--- src/rtl/hazard_ctrl_if.sv ---
// hazard_ctrl_if: groups the pipeline status and latch-control signals of the
// hazard controller.
//   master : pipeline side, drives the memory/decode/branch status and
//            perf_clear, and receives the latch controls, PC redirect and counters.
//   slave  : hazard_ctrl itself.
// clk and reset are not part of the interface and stay plain module ports.
interface hazard_ctrl_if #(
  parameter int CNT_W = 16
);
  logic             imem_read;
  logic             imem_resp;
  logic             dmem_req;
  logic             dmem_resp;
  logic             ex_is_load;
  logic [2:0]       ex_dest;
  logic [2:0]       id_src1;
  logic [2:0]       id_src2;
  logic             id_use1;
  logic             id_use2;
  logic             br_taken;
  logic [15:0]      br_target;
  logic             perf_clear;

  logic             load_pc;
  logic             pc_sel_target;
  logic [15:0]      pc_target;
  logic             load_if_id;
  logic             inject_NOP;
  logic             squash_instr;
  logic             load_id_ex;
  logic             load_ex_mem;
  logic             load_mem_wb;
  logic             flush_id_ex;
  logic             flush_ex_mem;
  logic [CNT_W-1:0] stall_count;
  logic [CNT_W-1:0] flush_count;

  modport master (
    output imem_read, imem_resp, dmem_req, dmem_resp, ex_is_load, ex_dest,
           id_src1, id_src2, id_use1, id_use2, br_taken, br_target, perf_clear,
    input  load_pc, pc_sel_target, pc_target, load_if_id, inject_NOP,
           squash_instr, load_id_ex, load_ex_mem, load_mem_wb, flush_id_ex,
           flush_ex_mem, stall_count, flush_count
  );

  modport slave (
    input  imem_read, imem_resp, dmem_req, dmem_resp, ex_is_load, ex_dest,
           id_src1, id_src2, id_use1, id_use2, br_taken, br_target, perf_clear,
    output load_pc, pc_sel_target, pc_target, load_if_id, inject_NOP,
           squash_instr, load_id_ex, load_ex_mem, load_mem_wb, flush_id_ex,
           flush_ex_mem, stall_count, flush_count
  );
endinterface

--- src/rtl/hazard_ctrl.sv ---
// hazard_ctrl: pipeline hazard controller. Merges I-/D-memory stalls,
// load-use hazards and MEM-stage taken branches into per-cycle latch loads,
// flushes, IF/ID NOP injection/squash and a PC redirect. Keeps saturating
// stall and flush counters.
// Ports:
//   clk    : clock
//   reset  : synchronous, active-high
//   hz     : hazard_ctrl_if.slave (status in, latch controls/counters out)
// Latch controls are combinational from state and inputs; state and
// counters update on clk.
//
// state         | meaning
// --------------+-------------------------------------------------------
// RUN           | normal flow; load-use and fetch stalls evaluated here
// BUBBLE        | extra load-use bubbles still owed (bub_cnt remaining)
// REDIRECT_WAIT | taken branch seen while a fetch was outstanding; the
//               | wrong-path fetch is squashed, target_q waits for imem_resp
module hazard_ctrl #(
  parameter int LOAD_USE_BUBBLES = 1,
  parameter int CNT_W            = 16
) (
  input  logic          clk,
  input  logic          reset,
  hazard_ctrl_if.slave  hz
);
  typedef enum logic [1:0] {RUN, BUBBLE, REDIRECT_WAIT} state_t;

  state_t           state, state_nxt;
  logic [15:0]      target_q, target_nxt;
  logic [1:0]       bub_cnt, bub_nxt;
  logic [CNT_W-1:0] stall_cnt, flush_cnt;
  logic             stall_inc, flush_inc;
  logic             mem_stall, if_stall, load_use;

  assign mem_stall = hz.dmem_req & ~hz.dmem_resp;
  assign if_stall  = hz.imem_read & ~hz.imem_resp;
  assign load_use  = hz.ex_is_load &
                     ((hz.id_use1 & (hz.ex_dest == hz.id_src1)) |
                      (hz.id_use2 & (hz.ex_dest == hz.id_src2)));

  always_comb begin
    hz.load_pc       = 1'b1;
    hz.pc_sel_target = 1'b0;
    hz.pc_target     = (state == REDIRECT_WAIT) ? target_q : hz.br_target;
    hz.load_if_id    = 1'b1;
    hz.inject_NOP    = 1'b0;
    hz.squash_instr  = 1'b0;
    hz.load_id_ex    = 1'b1;
    hz.load_ex_mem   = 1'b1;
    hz.load_mem_wb   = 1'b1;
    hz.flush_id_ex   = 1'b0;
    hz.flush_ex_mem  = 1'b0;
    state_nxt        = state;
    target_nxt       = target_q;
    bub_nxt          = bub_cnt;
    stall_inc        = 1'b0;
    flush_inc        = 1'b0;

    if (reset) begin
      // Clock NOPs into the latches that have no reset of their own.
      hz.load_pc      = 1'b0;
      hz.squash_instr = 1'b1;
      hz.flush_id_ex  = 1'b1;
      hz.flush_ex_mem = 1'b1;
    end else if (mem_stall) begin
      // Whole pipe freezes; a branch in MEM is re-presented once the access completes.
      hz.load_pc     = 1'b0;
      hz.load_if_id  = 1'b0;
      hz.load_id_ex  = 1'b0;
      hz.load_ex_mem = 1'b0;
      hz.load_mem_wb = 1'b0;
      stall_inc      = 1'b1;
    end else if (state == REDIRECT_WAIT) begin
      hz.load_pc      = 1'b0;
      hz.squash_instr = 1'b1;
      stall_inc       = 1'b1;
      if (hz.imem_resp) begin
        hz.load_pc       = 1'b1;
        hz.pc_sel_target = 1'b1;
        state_nxt        = RUN;
      end
    end else if (hz.br_taken) begin
      hz.flush_id_ex  = 1'b1;
      hz.flush_ex_mem = 1'b1;
      hz.squash_instr = 1'b1;
      flush_inc       = 1'b1;
      bub_nxt         = 2'd0;
      if (if_stall) begin
        // Cannot redirect under an outstanding fetch; park the target.
        hz.load_pc = 1'b0;
        target_nxt = hz.br_target;
        state_nxt  = REDIRECT_WAIT;
      end else begin
        hz.pc_sel_target = 1'b1;
        state_nxt        = RUN;
      end
    end else if (state == BUBBLE) begin
      hz.load_pc    = 1'b0;
      hz.load_if_id = 1'b0;
      hz.inject_NOP = 1'b1;
      stall_inc     = 1'b1;
      bub_nxt       = bub_cnt - 2'd1;
      if (bub_cnt <= 2'd1) begin
        state_nxt = RUN;
      end
    end else if (load_use) begin
      hz.load_pc    = 1'b0;
      hz.load_if_id = 1'b0;
      hz.inject_NOP = 1'b1;
      stall_inc     = 1'b1;
      if (LOAD_USE_BUBBLES > 1) begin
        state_nxt = BUBBLE;
        bub_nxt   = 2'(LOAD_USE_BUBBLES - 1);
      end
    end else if (if_stall) begin
      hz.load_pc    = 1'b0;
      hz.load_if_id = 1'b0;
      hz.inject_NOP = 1'b1;
      stall_inc     = 1'b1;
    end
  end

  always_ff @(posedge clk) begin
    if (reset) begin
      state     <= RUN;
      target_q  <= '0;
      bub_cnt   <= '0;
      stall_cnt <= '0;
      flush_cnt <= '0;
    end else begin
      state    <= state_nxt;
      target_q <= target_nxt;
      bub_cnt  <= bub_nxt;
      if (hz.perf_clear) begin
        stall_cnt <= '0;
        flush_cnt <= '0;
      end else begin
        if (stall_inc && (stall_cnt != {CNT_W{1'b1}})) begin
          stall_cnt <= stall_cnt + 1'b1;
        end
        if (flush_inc && (flush_cnt != {CNT_W{1'b1}})) begin
          flush_cnt <= flush_cnt + 1'b1;
        end
      end
    end
  end

  assign hz.stall_count = stall_cnt;
  assign hz.flush_count = flush_cnt;
endmodule

--- src/flat_wrapper.sv ---
// flat-port wrapper written by rule: the top's interface ports become plain ports
module hazard_ctrl_flat 
#(
  parameter int LOAD_USE_BUBBLES = 1,
  parameter int CNT_W            = 16
)
  (clk, reset, hz_imem_read, hz_imem_resp, hz_dmem_req, hz_dmem_resp, hz_ex_is_load, hz_ex_dest, hz_id_src1, hz_id_src2, hz_id_use1, hz_id_use2, hz_br_taken, hz_br_target, hz_perf_clear, hz_load_pc, hz_pc_sel_target, hz_pc_target, hz_load_if_id, hz_inject_NOP, hz_squash_instr, hz_load_id_ex, hz_load_ex_mem, hz_load_mem_wb, hz_flush_id_ex, hz_flush_ex_mem, hz_stall_count, hz_flush_count);
  hazard_ctrl_if #(.CNT_W(CNT_W)) hz_i ();
  input  logic clk;
  input  logic reset;
  input wire logic [$bits(hz_i.imem_read)-1:0] hz_imem_read;
  input wire logic [$bits(hz_i.imem_resp)-1:0] hz_imem_resp;
  input wire logic [$bits(hz_i.dmem_req)-1:0] hz_dmem_req;
  input wire logic [$bits(hz_i.dmem_resp)-1:0] hz_dmem_resp;
  input wire logic [$bits(hz_i.ex_is_load)-1:0] hz_ex_is_load;
  input wire logic [$bits(hz_i.ex_dest)-1:0] hz_ex_dest;
  input wire logic [$bits(hz_i.id_src1)-1:0] hz_id_src1;
  input wire logic [$bits(hz_i.id_src2)-1:0] hz_id_src2;
  input wire logic [$bits(hz_i.id_use1)-1:0] hz_id_use1;
  input wire logic [$bits(hz_i.id_use2)-1:0] hz_id_use2;
  input wire logic [$bits(hz_i.br_taken)-1:0] hz_br_taken;
  input wire logic [$bits(hz_i.br_target)-1:0] hz_br_target;
  input wire logic [$bits(hz_i.perf_clear)-1:0] hz_perf_clear;
  output wire logic [$bits(hz_i.load_pc)-1:0] hz_load_pc;
  output wire logic [$bits(hz_i.pc_sel_target)-1:0] hz_pc_sel_target;
  output wire logic [$bits(hz_i.pc_target)-1:0] hz_pc_target;
  output wire logic [$bits(hz_i.load_if_id)-1:0] hz_load_if_id;
  output wire logic [$bits(hz_i.inject_NOP)-1:0] hz_inject_NOP;
  output wire logic [$bits(hz_i.squash_instr)-1:0] hz_squash_instr;
  output wire logic [$bits(hz_i.load_id_ex)-1:0] hz_load_id_ex;
  output wire logic [$bits(hz_i.load_ex_mem)-1:0] hz_load_ex_mem;
  output wire logic [$bits(hz_i.load_mem_wb)-1:0] hz_load_mem_wb;
  output wire logic [$bits(hz_i.flush_id_ex)-1:0] hz_flush_id_ex;
  output wire logic [$bits(hz_i.flush_ex_mem)-1:0] hz_flush_ex_mem;
  output wire logic [$bits(hz_i.stall_count)-1:0] hz_stall_count;
  output wire logic [$bits(hz_i.flush_count)-1:0] hz_flush_count;
  assign hz_i.imem_read = hz_imem_read;
  assign hz_i.imem_resp = hz_imem_resp;
  assign hz_i.dmem_req = hz_dmem_req;
  assign hz_i.dmem_resp = hz_dmem_resp;
  assign hz_i.ex_is_load = hz_ex_is_load;
  assign hz_i.ex_dest = hz_ex_dest;
  assign hz_i.id_src1 = hz_id_src1;
  assign hz_i.id_src2 = hz_id_src2;
  assign hz_i.id_use1 = hz_id_use1;
  assign hz_i.id_use2 = hz_id_use2;
  assign hz_i.br_taken = hz_br_taken;
  assign hz_i.br_target = hz_br_target;
  assign hz_i.perf_clear = hz_perf_clear;
  assign hz_load_pc = hz_i.load_pc;
  assign hz_pc_sel_target = hz_i.pc_sel_target;
  assign hz_pc_target = hz_i.pc_target;
  assign hz_load_if_id = hz_i.load_if_id;
  assign hz_inject_NOP = hz_i.inject_NOP;
  assign hz_squash_instr = hz_i.squash_instr;
  assign hz_load_id_ex = hz_i.load_id_ex;
  assign hz_load_ex_mem = hz_i.load_ex_mem;
  assign hz_load_mem_wb = hz_i.load_mem_wb;
  assign hz_flush_id_ex = hz_i.flush_id_ex;
  assign hz_flush_ex_mem = hz_i.flush_ex_mem;
  assign hz_stall_count = hz_i.stall_count;
  assign hz_flush_count = hz_i.flush_count;
  hazard_ctrl #(.LOAD_USE_BUBBLES(LOAD_USE_BUBBLES), .CNT_W(CNT_W)) u_core (.clk(clk), .reset(reset), .hz(hz_i));
endmodule
--- config.mk ---
export PLATFORM = sky130hd
export DESIGN_NAME = hazard_ctrl_flat
export DESIGN_NICKNAME = d
export VERILOG_FILES = /design/src/rtl/hazard_ctrl_if.sv /design/src/rtl/hazard_ctrl.sv /design/src/flat_wrapper.sv
export SDC_FILE = /design/constraint.sdc
export NUM_CORES = 1
export LEC_CHECK = 0
export ABC_AREA = 1
export BUFFER_PORTS_ARGS = -buffer_cell sky130_fd_sc_hd__buf_2
export CAP_MARGIN = 30
export CORE_UTILIZATION = 28
export DETAILED_ROUTE_END_ITERATION = 10
export GPL_TIMING_DRIVEN = 0
export PLACE_DENSITY = 0.55
export SLEW_MARGIN = 20
export SYNTH_ARGS = -nofsm -noshare
export SYNTH_HDL_FRONTEND = slang
export SYNTH_SLANG_ARGS = --single-unit
--- constraint.sdc ---
create_clock -name clk -period 3.2 [get_ports clk]
set_input_delay 0.48 -clock clk [delete_from_list [all_inputs] [get_ports clk]]
set_output_delay 0.48 -clock clk [all_outputs]
set_load 0.02 [all_outputs]
* Yosys cells after proc, flatten, opt, wreduce, memory -nomap -nowiden
Index checks and enable logic that the tools add are counted.
Cells by class: add/sub/neg operators 3, multipliers 0, div/mod/pow operators 0, order comparisons 1, eq/ne operators 7, shift operators 0, multiplexer cells 45, bitwise operators 10, reductions and logical operators 9
Operators by type and width (count):
- 1-bit two-way mux | 36
- 16-bit by 1-bit adder with 16-bit output, second input constant | 2
- 16-bit inequality test, second input constant | 2
- 16-bit two-way mux | 1
- 2-bit two-way mux | 8
- 4-bit AND reduction | 2
- 3-bit == test | 2
- 3-bit nonzero test | 2
- 1-bit bitwise AND | 5
- 1-bit NOT | 4
- 3-bit AND reduction | 1
- 2-bit by 1-bit == test with 1-bit output, second input constant | 1
- 2-bit == test, second input constant | 1
- 2-bit by 1-bit less-or-equal comparator with 1-bit output, second input constant | 1
- 1-bit logical AND | 2
- 2-bit inequality test, second input constant | 1
- 2-bit nonzero test | 1
- 2-bit OR reduction | 1
- 2-bit by 1-bit subtractor with 2-bit output, second input constant | 1
- 1-bit bitwise OR | 1
Word-level totals: register bits 52, latch bits 0, RAM bits 0, memory bits (read-only) 0, input port bits 36, output and inout bits 58, word-level logic and storage cells 80, memories kept 0

* Depth between registers and ports, before layout
Gate-level depths: netlist of the first run.
depth after elaboration 11, gate-level depth with buffers 12, mapped depth without buffers 12

* Least setup slack after synthesis of the first run
Ideal clock, no wire load.
path type input -> output, from in hz_id_src2[0], to out hz_load_pc, data arrival time 1.490 ns, data required time 2.720 ns, slack 1.230 ns, cell stages on the path 11, path buffers 0, path through inv_1 > nand2_1 > nand2_1 > nor2_1 > nand2_1 > nand2_1 > nand2_1 > nand2_1 > nand2_1 > nand2_1 > nor3_1
Between the ends: cells in the longest elaborated chain, start to end 10
RTL lines:
- from (decl) | RTL line flat_wrapper.sv:18 | input wire logic [$bits(hz_i.id_src2)-1:0] hz_id_src2;
- 3-bit == test | RTL line hazard_ctrl.sv:39 | (hz.id_use2 & (hz.ex_dest == hz.id_src2)));
- 1-bit bitwise AND | RTL line hazard_ctrl.sv:39
- 1-bit bitwise OR | RTL line hazard_ctrl.sv:38 | ((hz.id_use1 & (hz.ex_dest == hz.id_src1)) |
- 1-bit bitwise AND | RTL line hazard_ctrl.sv:37 | assign load_use = hz.ex_is_load &
- 1-bit two-way mux | RTL line hazard_ctrl.sv:106 | end else if (load_use) begin
- 1-bit two-way mux | RTL line hazard_ctrl.sv:97 | end else if (state == BUBBLE) begin
- 1-bit two-way mux | RTL line hazard_ctrl.sv:82 | end else if (hz.br_taken) begin
- 1-bit two-way mux | RTL line hazard_ctrl.sv:73 | end else if (state == REDIRECT_WAIT) begin
- 1-bit two-way mux | RTL line hazard_ctrl.sv:65 | end else if (mem_stall) begin
- 1-bit two-way mux | RTL line hazard_ctrl.sv:59 | if (reset) begin
- to (decl) | RTL line flat_wrapper.sv:24 | output wire logic [$bits(hz_i.load_pc)-1:0] hz_load_pc;
Every way passes these cells.

* Worst setup path in the final report of the first run
from reg u_core.state[1], to out hz_pc_target[14]
Between the ends: cells in the longest elaborated chain, start to end 2
RTL lines:
- from (decl) | RTL line hazard_ctrl.sv:28 | state_t state, state_nxt;
- from (signal assigned) | RTL line hazard_ctrl.sv:131 | state <= state_nxt;
- 2-bit == test | RTL line hazard_ctrl.sv:44 | hz.pc_target = (state == REDIRECT_WAIT) ? target_q : hz.br_target;
- 16-bit two-way mux | RTL line hazard_ctrl.sv:44
- to (decl) | RTL line flat_wrapper.sv:26 | output wire logic [$bits(hz_i.pc_target)-1:0] hz_pc_target;
Every way passes these cells.

==> metrics.csv, run 1 <==
metric,value,unit
status,finished clean,
drive_above_1_share,25.0,%
relSlewSlack,51.9,%
total_power,0.00123,W
finalHoldViolCount,0,
synth_mux_area_share,0,%
cts_buffers,5,
clk_pin_slew,0.10,ns
synth_ff_type,dfxtp_1,
power_leakage,1.67,nW
initial_core_util,28.6,%
post_cts_buffers,0,
grt_pass1_wl,13.5,mm
fin_skew,0.00783,ns
worst_pin_slew,0.721,ns
grt_pass1_vias,2819,
p_sw,0.000358,W
post-dp-hpwl,6.06,mm
synth-async-reset-ratio,0,%
pin_count,94,
period_share,72.9,%
wirelength,7.86,mm
ys_seq_area_share,33.3,%
antenna_left,0,
wl_per_cell,11.3,um
num_rows,37,
avgSynthCellArea,6.41,um^2
yosys.area_share.simple,39.7,%
seqPwrFrac,51.3,%
swShare,29.2,%
synth_compound_area_share,10.4,%
ctsHoldBuffers,0,
setup_violations,0,
vdd_drop_max,0.178,mV
diodes,0,
drtPass1Iterations,4,
drt_iter0_drc,135,
crit_required,2.72,ns
synth_top_family_by_area,simple AND/OR/NAND/NOR gates,
syn_inst,459,
die_h,105,um
ys_ff_latch,49,
synth_common_cells,"nand2_1 (146), nor2_1 (69), dfxtp_1 (49), inv_1 (35), nand3_1 (30)",
insertion_delay,0.30,ns
setup_tns,0,ns
core,0.0103,mm^2
grt-ovfl-total,0,
synth_top_cell_area_share,33.3,%
ctsResizeCount,0,
routabilityCongestion,0.826,
comb_power_share,16.7,%
track_usage,15.0,%
multi_input_area,0.00169,mm^2
synthToLayoutAreaGrowth,24.7,%
rsz0062_at_grt,false,
min_period,2.33,ns
cts_max_level,2,
syn-cell-area,0.00294,mm^2
synth_xor_xnor_area_share,6.55,%
worst_ep_arrival_time,1.85,ns
worstSetupEndpointType,output port,
die_w,105,um
cts_root_buf,clkbuf_8,
critical_path.startpoint_type,flop,
synth-edff-count,0,
syn_nets,497,
cts_tree,built,
via_count,3066,
synth_fa_ha_area_share,0.850,%
synth_most_common_cell,nand2_1,
nFillCells,1132,
hold_path_class,input port to flop,
synth_top_cell_by_area,dfxtp_1,
antenna_found_initial,0,
ys_warn_count,0,
dieArea,0.0109,mm^2
cts_buffer_depth,2,
crit_type,flop to output port,
regArea,981,um^2
fmax,429,MHz
cp_max_fo,10,
intPower,0.000867,W
cap_viol_max_count,0,
drc_errors,0,
yosys.cell_types.count,30,
slew_viol_final,0,
clock_sinks,49,
port_buffers,92,
grt_max_degree,16,
nets,596,
clkPwrFrac,32.0,%
dpl_cell_area,0.00357,mm^2
final_cell_area,0.00367,mm^2
synth_area_leaders,"dfxtp_1 (33%), nand2_1 (19%), nor2_1 (8.8%)",
routed_via_density,4.41,
power.density,334,mW/mm^2
## flip-flops by register name, summed over array words and instances, names as in the netlist
signal / count
u_core.hz.flush_count: 16
u_core.hz.stall_count: 16
u_core.target_q: 16
u_core.state: 1
## path summary, 6_finish.rpt
kind | start | end | slack, ns | cells past startpoint
worst max-delay path | u_core.state[1] | hz_pc_target[14] | 0.87 | 5
worst min-delay path | hz_br_target[12] | u_core.target_q[12] | 0.41 | 3
worst max register to register | u_core.hz.flush_count[0] | u_core.hz.flush_count[8] | 1.28 | 10
worst min register to register | u_core.hz.flush_count[2] | u_core.hz.flush_count[2] | 0.51 | 2
## kinds of logic (layout without fill, tap and decap cells)
family	Yosys count	in the layout
AO/OA/AOI/OAI	53	53
XOR/XNOR	22	22
adder cells (fa/ha/maj)	2	2
buffers and inverters	59	159
flip-flops	49	49
AND/OR/NAND/NOR	274	274
## metrics by stage
step	cells	setup WS, ns	util, %	hold slack [ns]
after floorplan	459	1.23	-	0.475
after global placement	687	0.976	34.8	0.486
after detailed placement	687	0.932	34.8	0.499
after CTS	695	0.813	35.7	0.400
after global routing	695	0.623	35.7	0.403
final	695	0.868	35.7	0.409
## layout make-up
type,instances,share of cell area [%]
inverters,42,4.36
clock buffers,6,2.25
clock inverters,2,0.375
flip-flops and latches,49,26.7
repair buffers,92,12.5
plain buffers,17,3.00
well taps,136,4.64
multi-input cells,351,46.1
## power groups by stage
| stage | sequential (W) | clock (W) | combinational [W] |
|---|---|---|---|
| finish | 0.000628 | 0.000393 | 0.000204 |
| global placement | 0.000642 | 0 | 0.000205 |
| global route | 0.000630 | 0.000437 | 0.000229 |
| detailed placement | 0.000642 | 0 | 0.000207 |
| floorplan | 0.000643 | 0 | 0.000130 |
| CTS | 0.000628 | 0.000411 | 0.000208 |
## cells in the final DEF (no fill, tap or decap), drive strengths merged
master	count
nand4	4
buf	103
inv	41
o21ai	24
and2	1
nand3b	2
ha	2
dfxtp	49
xnor2	7
nand2	150
clkbuf	12
xor2	15
nor3	10
clkinv	3
nor2	75
a21oi	29
nand3	32
## critical path: stages, from the launching register on
cell	delay, ns
dfxtp_1	0.42
clkbuf_1	0.38
clkbuf_1	0.40
nand2_1	0.09
nand2_1	0.10
buf_2	0.16
## per-layer routing
layer / share of wire, % / wire length (um) / global-route usage [%] / vias to the layer above
met4: 0.51 / 40 / 2.76 / 0
met3: 4.9 / 384 / 3.57 / 2
met1: 47 / 3680 / 19.2 / 1366
met2: 48 / 3760 / 25.4 / 62
met5: 0 / 0 / 0 / -
li1: - / - / - / 1636
Power figures use the tool's default switching activity.
==> run 2: changes to the inputs <==
--- a/config.mk
+++ b/config.mk
@@ -11,7 +11,7 @@
 export CORE_UTILIZATION = 28
 export DETAILED_ROUTE_END_ITERATION = 10
 export GPL_TIMING_DRIVEN = 0
-export PLACE_DENSITY = 0.55
+export PLACE_DENSITY = 0.57
 export SLEW_MARGIN = 20
 export SYNTH_ARGS = -nofsm -noshare
 export SYNTH_HDL_FRONTEND = slang
==> constraint.sdc (replaced) <==
create_clock -name clk -period 2 [get_ports clk]
set_input_delay 0.3 -clock clk [delete_from_list [all_inputs] [get_ports clk]]
set_output_delay 0.3 -clock clk [all_outputs]
set_load 0.02 [all_outputs]
==> metrics.csv, run 2 (same netlist as run 1, synthesis figures left out) <==
metric,value,unit,change
cts_root_buf,clkbuf_8,,
utilization,35.8,%,+0.049 points
critPathTopFamily,simple AND/OR/NAND/NOR gates,,
grt_pass1_vias,2916,,+3.4%
drc_errors,0,,unchanged
synthToLayoutAreaGrowth,24.9,%,
drive_above_1_share,26.3,%,+1.3 points
drtPass1Iterations,4,,unchanged
cp_max_fo,10,,unchanged
cap_viol_max_count,0,,unchanged
min_period,1.81,ns,
initial_core_util,28.6,%,unchanged
status,finished clean,,
routed_via_density,4.45,,+0.88%
multi_input_area,0.00169,mm^2,+0.15%
fmax,554,MHz,
grt_max_degree,16,,unchanged
slowest_delay,0.45,ns,+0.03 ns
vdd_drop_max,0.276,mV,+55%
period_share,90.3,%,
regToRegSetupSlack,0.19,ns,-1.09 ns
highest_layer,met4,,
cp_cell_sequence,"ha_1, nand2_1, inv_1, nand2_1, nor2_4, nand3_2, nand2_2, inv_4, buf_4, nand3_1, a21oi_2",,
routabilityCongestion,0.841,,+1.8%
m1WireLength,3.57,mm,-2.8%
worst_ep_arrival_time,1.97,ns,+0.12 ns
pin_count,94,,unchanged
mostFrequentLayoutCell,nand2_1,,
finalHoldViolCount,0,,unchanged
nFillCells,1159,,+2.4%
reg2reg_depth,11,,+1
cts_max_level,2,,unchanged
clk_pin_slew,0.10,ns,about the same
slowest_stage,dfxtp_1,,
met2_length,3.69,mm,-1.6%
dieArea,0.0109,mm^2,unchanged
power_leakage,1.68,nW,+0.17%
relSlewSlack,48.5,%,-3.4 points
antenna_found_initial,0,,unchanged
cts_buffer_depth,2,,unchanged
crit_required,2.16,ns,-0.56 ns
wl_met3,277,um,-28%
setup_tns,0,ns,unchanged
drt_iter0_drc,150,,+11%
wl_per_cell,11.0,um,-3.1%
die_w,105,um,unchanged
path_buf_inv,3,,unchanged
fin_skew,0.00663,ns,-0.00120 ns
crit_end,u_core.hz.stall_count[5],,
cp.depth,11,,+6
rsz0062_at_grt,false,,
diodes,0,,unchanged
cts_tree,built,,
grt_pass1_wl,13.0,mm,-3.6%
grt-ovfl-total,0,,unchanged
via_count,3093,,+0.88%
crit_top_cell,nand2_1,,
port_buffers,92,,unchanged
die_h,105,um,unchanged
crit_type,flop to flop,,
wirelength,7.61,mm,-3.1%
insertion_delay,0.30,ns,about the same
clock_sinks,49,,unchanged
track_usage,14.4,%,-0.58 points
post-dp-hpwl,5.91,mm,-2.5%
final_cell_area,0.00367,mm^2,+0.14%
regArea,983,um^2,+0.26%
critical_path.startpoint_type,flop,,
worst_pin_slew,0.772,ns,+0.0510 ns
core,0.0103,mm^2,unchanged
num_rows,37,,unchanged
dpl_cell_area,0.00357,mm^2,unchanged
critical_path.startpoint,u_core.hz.stall_count[0],,
worstSetupEndpointType,flop,,
setup_violations,0,,unchanged
antenna_left,0,,unchanged
worstReg2RegStart,u_core.hz.stall_count[0],,
post_cts_buffers,0,,unchanged
layout_common_cells,"nand2_1 (146), buf_2 (96), nor2_1 (68)",,
nets,596,,unchanged
slew_viol_final,0,,unchanged
cts_buffers,5,,unchanged
hold_path_class,input port to flop,,
reg2reg_to,u_core.hz.stall_count[5],,
power.density,522,mW/mm^2,+56%
[run 2: area by class of cell]
class,count,area share [%]
multi-input combinational,351,46.1
sequential,49,26.8
timing repair buffer,92,12.5
tap,136,4.63
inverter,42,4.46
buffer,17,3.17
clock buffer,5,1.87
clock inverter,3,0.477
[run 2: how the worst min path moves through the flow]
stage | cells after the start | slack (ns) | startpoint | to
after floorplan | 2 | 0.43 | hz_br_target[10] | u_core.target_q[10]
after global placement | 2 | 0.49 | u_core.target_q[13] | u_core.target_q[13]
after detailed placement | 2 | 0.50 | u_core.hz.stall_count[3] | u_core.hz.stall_count[3]
after CTS | 3 | 0.22 | hz_br_target[11] | u_core.target_q[11]
after global routing | 3 | 0.22 | hz_br_target[13] | u_core.target_q[13]
final | 3 | 0.23 | hz_br_target[11] | u_core.target_q[11]
[run 2: metrics by stage]
step | cells | setup slack, ns | hold WS, ns | total power (W)
2_1_floorplan | 459 | 0.243 | 0.435 | 0.00124
3_3_place_gp | 687 | 0.137 | 0.491 | 0.00135
3_5_place_dp | 687 | 0.138 | 0.496 | 0.00136
4_1_cts | 695 | 0.0485 | 0.220 | 0.00196
5_1_grt | 695 | 0.0114 | 0.224 | 0.00204
6_report | 695 | 0.194 | 0.230 | 0.00192
[run 2: per-layer routing]
metal | vias up | track usage [%]
met3 | 4 | 3.01
met5 | - | 0
met2 | 58 | 25.1
li1 | 1634 | -
met1 | 1397 | 17.6
met4 | 0 | 4.39
[run 2: power by group]
part           internal, W  switching (W)  leakage (nW)
combinational     0.000114       0.000211          1.23
clock             0.000242       0.000344        0.0439
sequential        0.000994      0.0000123         0.397
total              0.00135       0.000567          1.68
[run 2: worst register-to-register path, delay by kind of cell, from the launching register on]
kind | cells | cell delay [ns]
flip-flops | 1 | 0.45
adder cells (fa/ha/maj) | 1 | 0.22
AND/OR/NAND/NOR | 6 | 0.63
AO/OA/AOI/OAI | 1 | 0.06
buffers and inverters | 3 | 0.31
[run 2: timing repair]
item | CTS | global route
resized for setup | 2 | 8
hold buffers | 0 | 0
endpoints found under the setup margin | 11 | 25
==> run 3: changes to the inputs <==
--- a/config.mk
+++ b/config.mk
@@ -8,10 +8,10 @@
 export ABC_AREA = 1
 export BUFFER_PORTS_ARGS = -buffer_cell sky130_fd_sc_hd__buf_2
 export CAP_MARGIN = 30
-export CORE_UTILIZATION = 28
+export CORE_UTILIZATION = 44
 export DETAILED_ROUTE_END_ITERATION = 10
 export GPL_TIMING_DRIVEN = 0
-export PLACE_DENSITY = 0.57
+export PLACE_DENSITY = 0.78
 export SLEW_MARGIN = 20
 export SYNTH_ARGS = -nofsm -noshare
 export SYNTH_HDL_FRONTEND = slang
==> metrics.csv, run 3 (same netlist as run 1, synthesis figures left out) <==
metric,value,unit,change
min_period,1.87,ns,+0.0611 ns
setup_tns,0,ns,unchanged
cts_buffer_depth,2,,unchanged
pin_count,94,,unchanged
grt_max_degree,15,,-1
rsz0062_at_grt,false,,
drt_iter0_drc,106,,-29%
drive_above_1_share,25.4,%,-0.85 points
period_share,93.4,%,+3.1 points
insertion_delay,0.29,ns,about the same
core,0.00639,mm^2,-38%
status,finished clean,,
antenna_found_initial,0,,unchanged
total_power,0.00191,W,-0.48%
via_count,3184,,+2.9%
track_usage,21.2,%,+6.9 points
grt-ovfl-total,0,,unchanged
clk_pin_slew,0.09,ns,about the same
clock_sinks,49,,unchanged
drc_errors,0,,unchanged
synthToLayoutAreaGrowth,21.9,%,
diodes,0,,unchanged
drtPass1Iterations,4,,unchanged
post-dp-hpwl,5.59,mm,-5.5%
worst_pin_slew,0.716,ns,-0.0560 ns
num_rows,29,,-22%
ctsResizeCount,2,,unchanged
crit_required,1.70,ns,-0.46 ns
setup_violations,0,,unchanged
power.density,532,mW/mm^2,+2.0%
stdcell_count,635,,-8.6%
wirelength,7.29,mm,-4.2%
critical_path.startpoint_type,flop,,
routed_via_density,5.01,,+13%
hold_slack,0.241,ns,+0.0104 ns
cts_root_buf,clkbuf_8,,
fin_skew,0.00768,ns,+0.00105 ns
finalHoldViolCount,0,,unchanged
cp_max_fo,10,,unchanged
cts_buffers,5,,unchanged
mostFrequentLayoutCell,nand2_1,,
nets,595,,-0.17%
crit_type,flop to output port,,
antenna_left,0,,unchanged
ctsHoldBuffers,0,,unchanged
dpl_cell_area,0.00350,mm^2,-2.1%
dp.cells,628,,-8.6%
layout_common_cells,"nand2_1 (146), buf_2 (96), nor2_1 (68)",,
initial_core_util,46.1,%,+17 points
grt_pass1_vias,2928,,+0.41%
dieArea,0.00702,mm^2,-36%
port_buffers,92,,unchanged
die_w,83.8,um,-20%
reg2reg_depth,10,,-1
power_leakage,1.67,nW,-0.45%
cts_tree,built,,
relSlewSlack,52.2,%,+3.7 points
routabilityCongestion,0.860,,+2.2%
worst_ep_arrival_time,1.57,ns,-0.40 ns
vdd_drop_max,0.488,mV,+77%
post_cts_buffers,0,,unchanged
grt_pass1_wl,12.5,mm,-3.5%
die_h,83.8,um,-20%
wl_per_cell,11.5,um,+4.8%
hold_path_class,input port to flop,,
cap_viol_max_count,0,,unchanged
cts_max_level,2,,unchanged
final_cell_area,0.00359,mm^2,-2.4%
slew_viol_final,0,,unchanged
worstSetupEndpointType,output port,,
min_delay_path_depth,3,,unchanged
fmax,536,MHz,-3.3%
[run 3: layout make-up]
class / count / area (um^2)
Inverter: 42 / 160
Tap cell: 77 / 96.3
Clock buffer: 7 / 76.3
Clock inverter: 1 / 7.51
Fill cell: 658 / 2800
Multi-Input combinational cell: 351 / 1690
Timing Repair Buffer: 92 / 460
Sequential cell: 49 / 981
Buffer: 16 / 110
[run 3: critical path, stage by stage (launching register included)]
cell	delay [ns]
dfxtp_1	0.42
clkinv_1	0.27
clkbuf_2	0.28
nand2_1	0.10
nand2_1	0.05
buf_2	0.15
[run 3: metrics by stage]
stage	worst slack, ns	util (%)
after detailed placement	0.150	54.8
after floorplan	0.243	-
final	0.133	56.2
after global routing	0.00650	56.2
after CTS	0.0734	56.2
after global placement	0.164	54.8
[run 3: metal layers]
layer  track usage, %  vias up  part of all wire, %
li1                 -     1635                    -
met1             26.1     1471                   45
met2             37.8       68                   50
met3             3.46       10                  3.5
met4             6.47        0                  1.5
met5                0        -                    0
[run 3: worst paths after layout]
kind / startpoint / end / slack (ns)
max: u_core.state[1] / hz_pc_target[6] / 0.13
min: hz_br_target[3] / u_core.target_q[3] / 0.24
max reg2reg: u_core.hz.flush_count[0] / u_core.hz.flush_count[8] / 0.18
min reg2reg: u_core.hz.flush_count[2] / u_core.hz.flush_count[2] / 0.51
[run 3: where the power goes]
group / total (W) / switching, W / internal [W]
registers: 0.00101 / 0.0000120 / 0.000993
clock network: 0.000577 / 0.000329 / 0.000248
logic: 0.000325 / 0.000212 / 0.000113
total: 0.00191 / 0.000553 / 0.00135
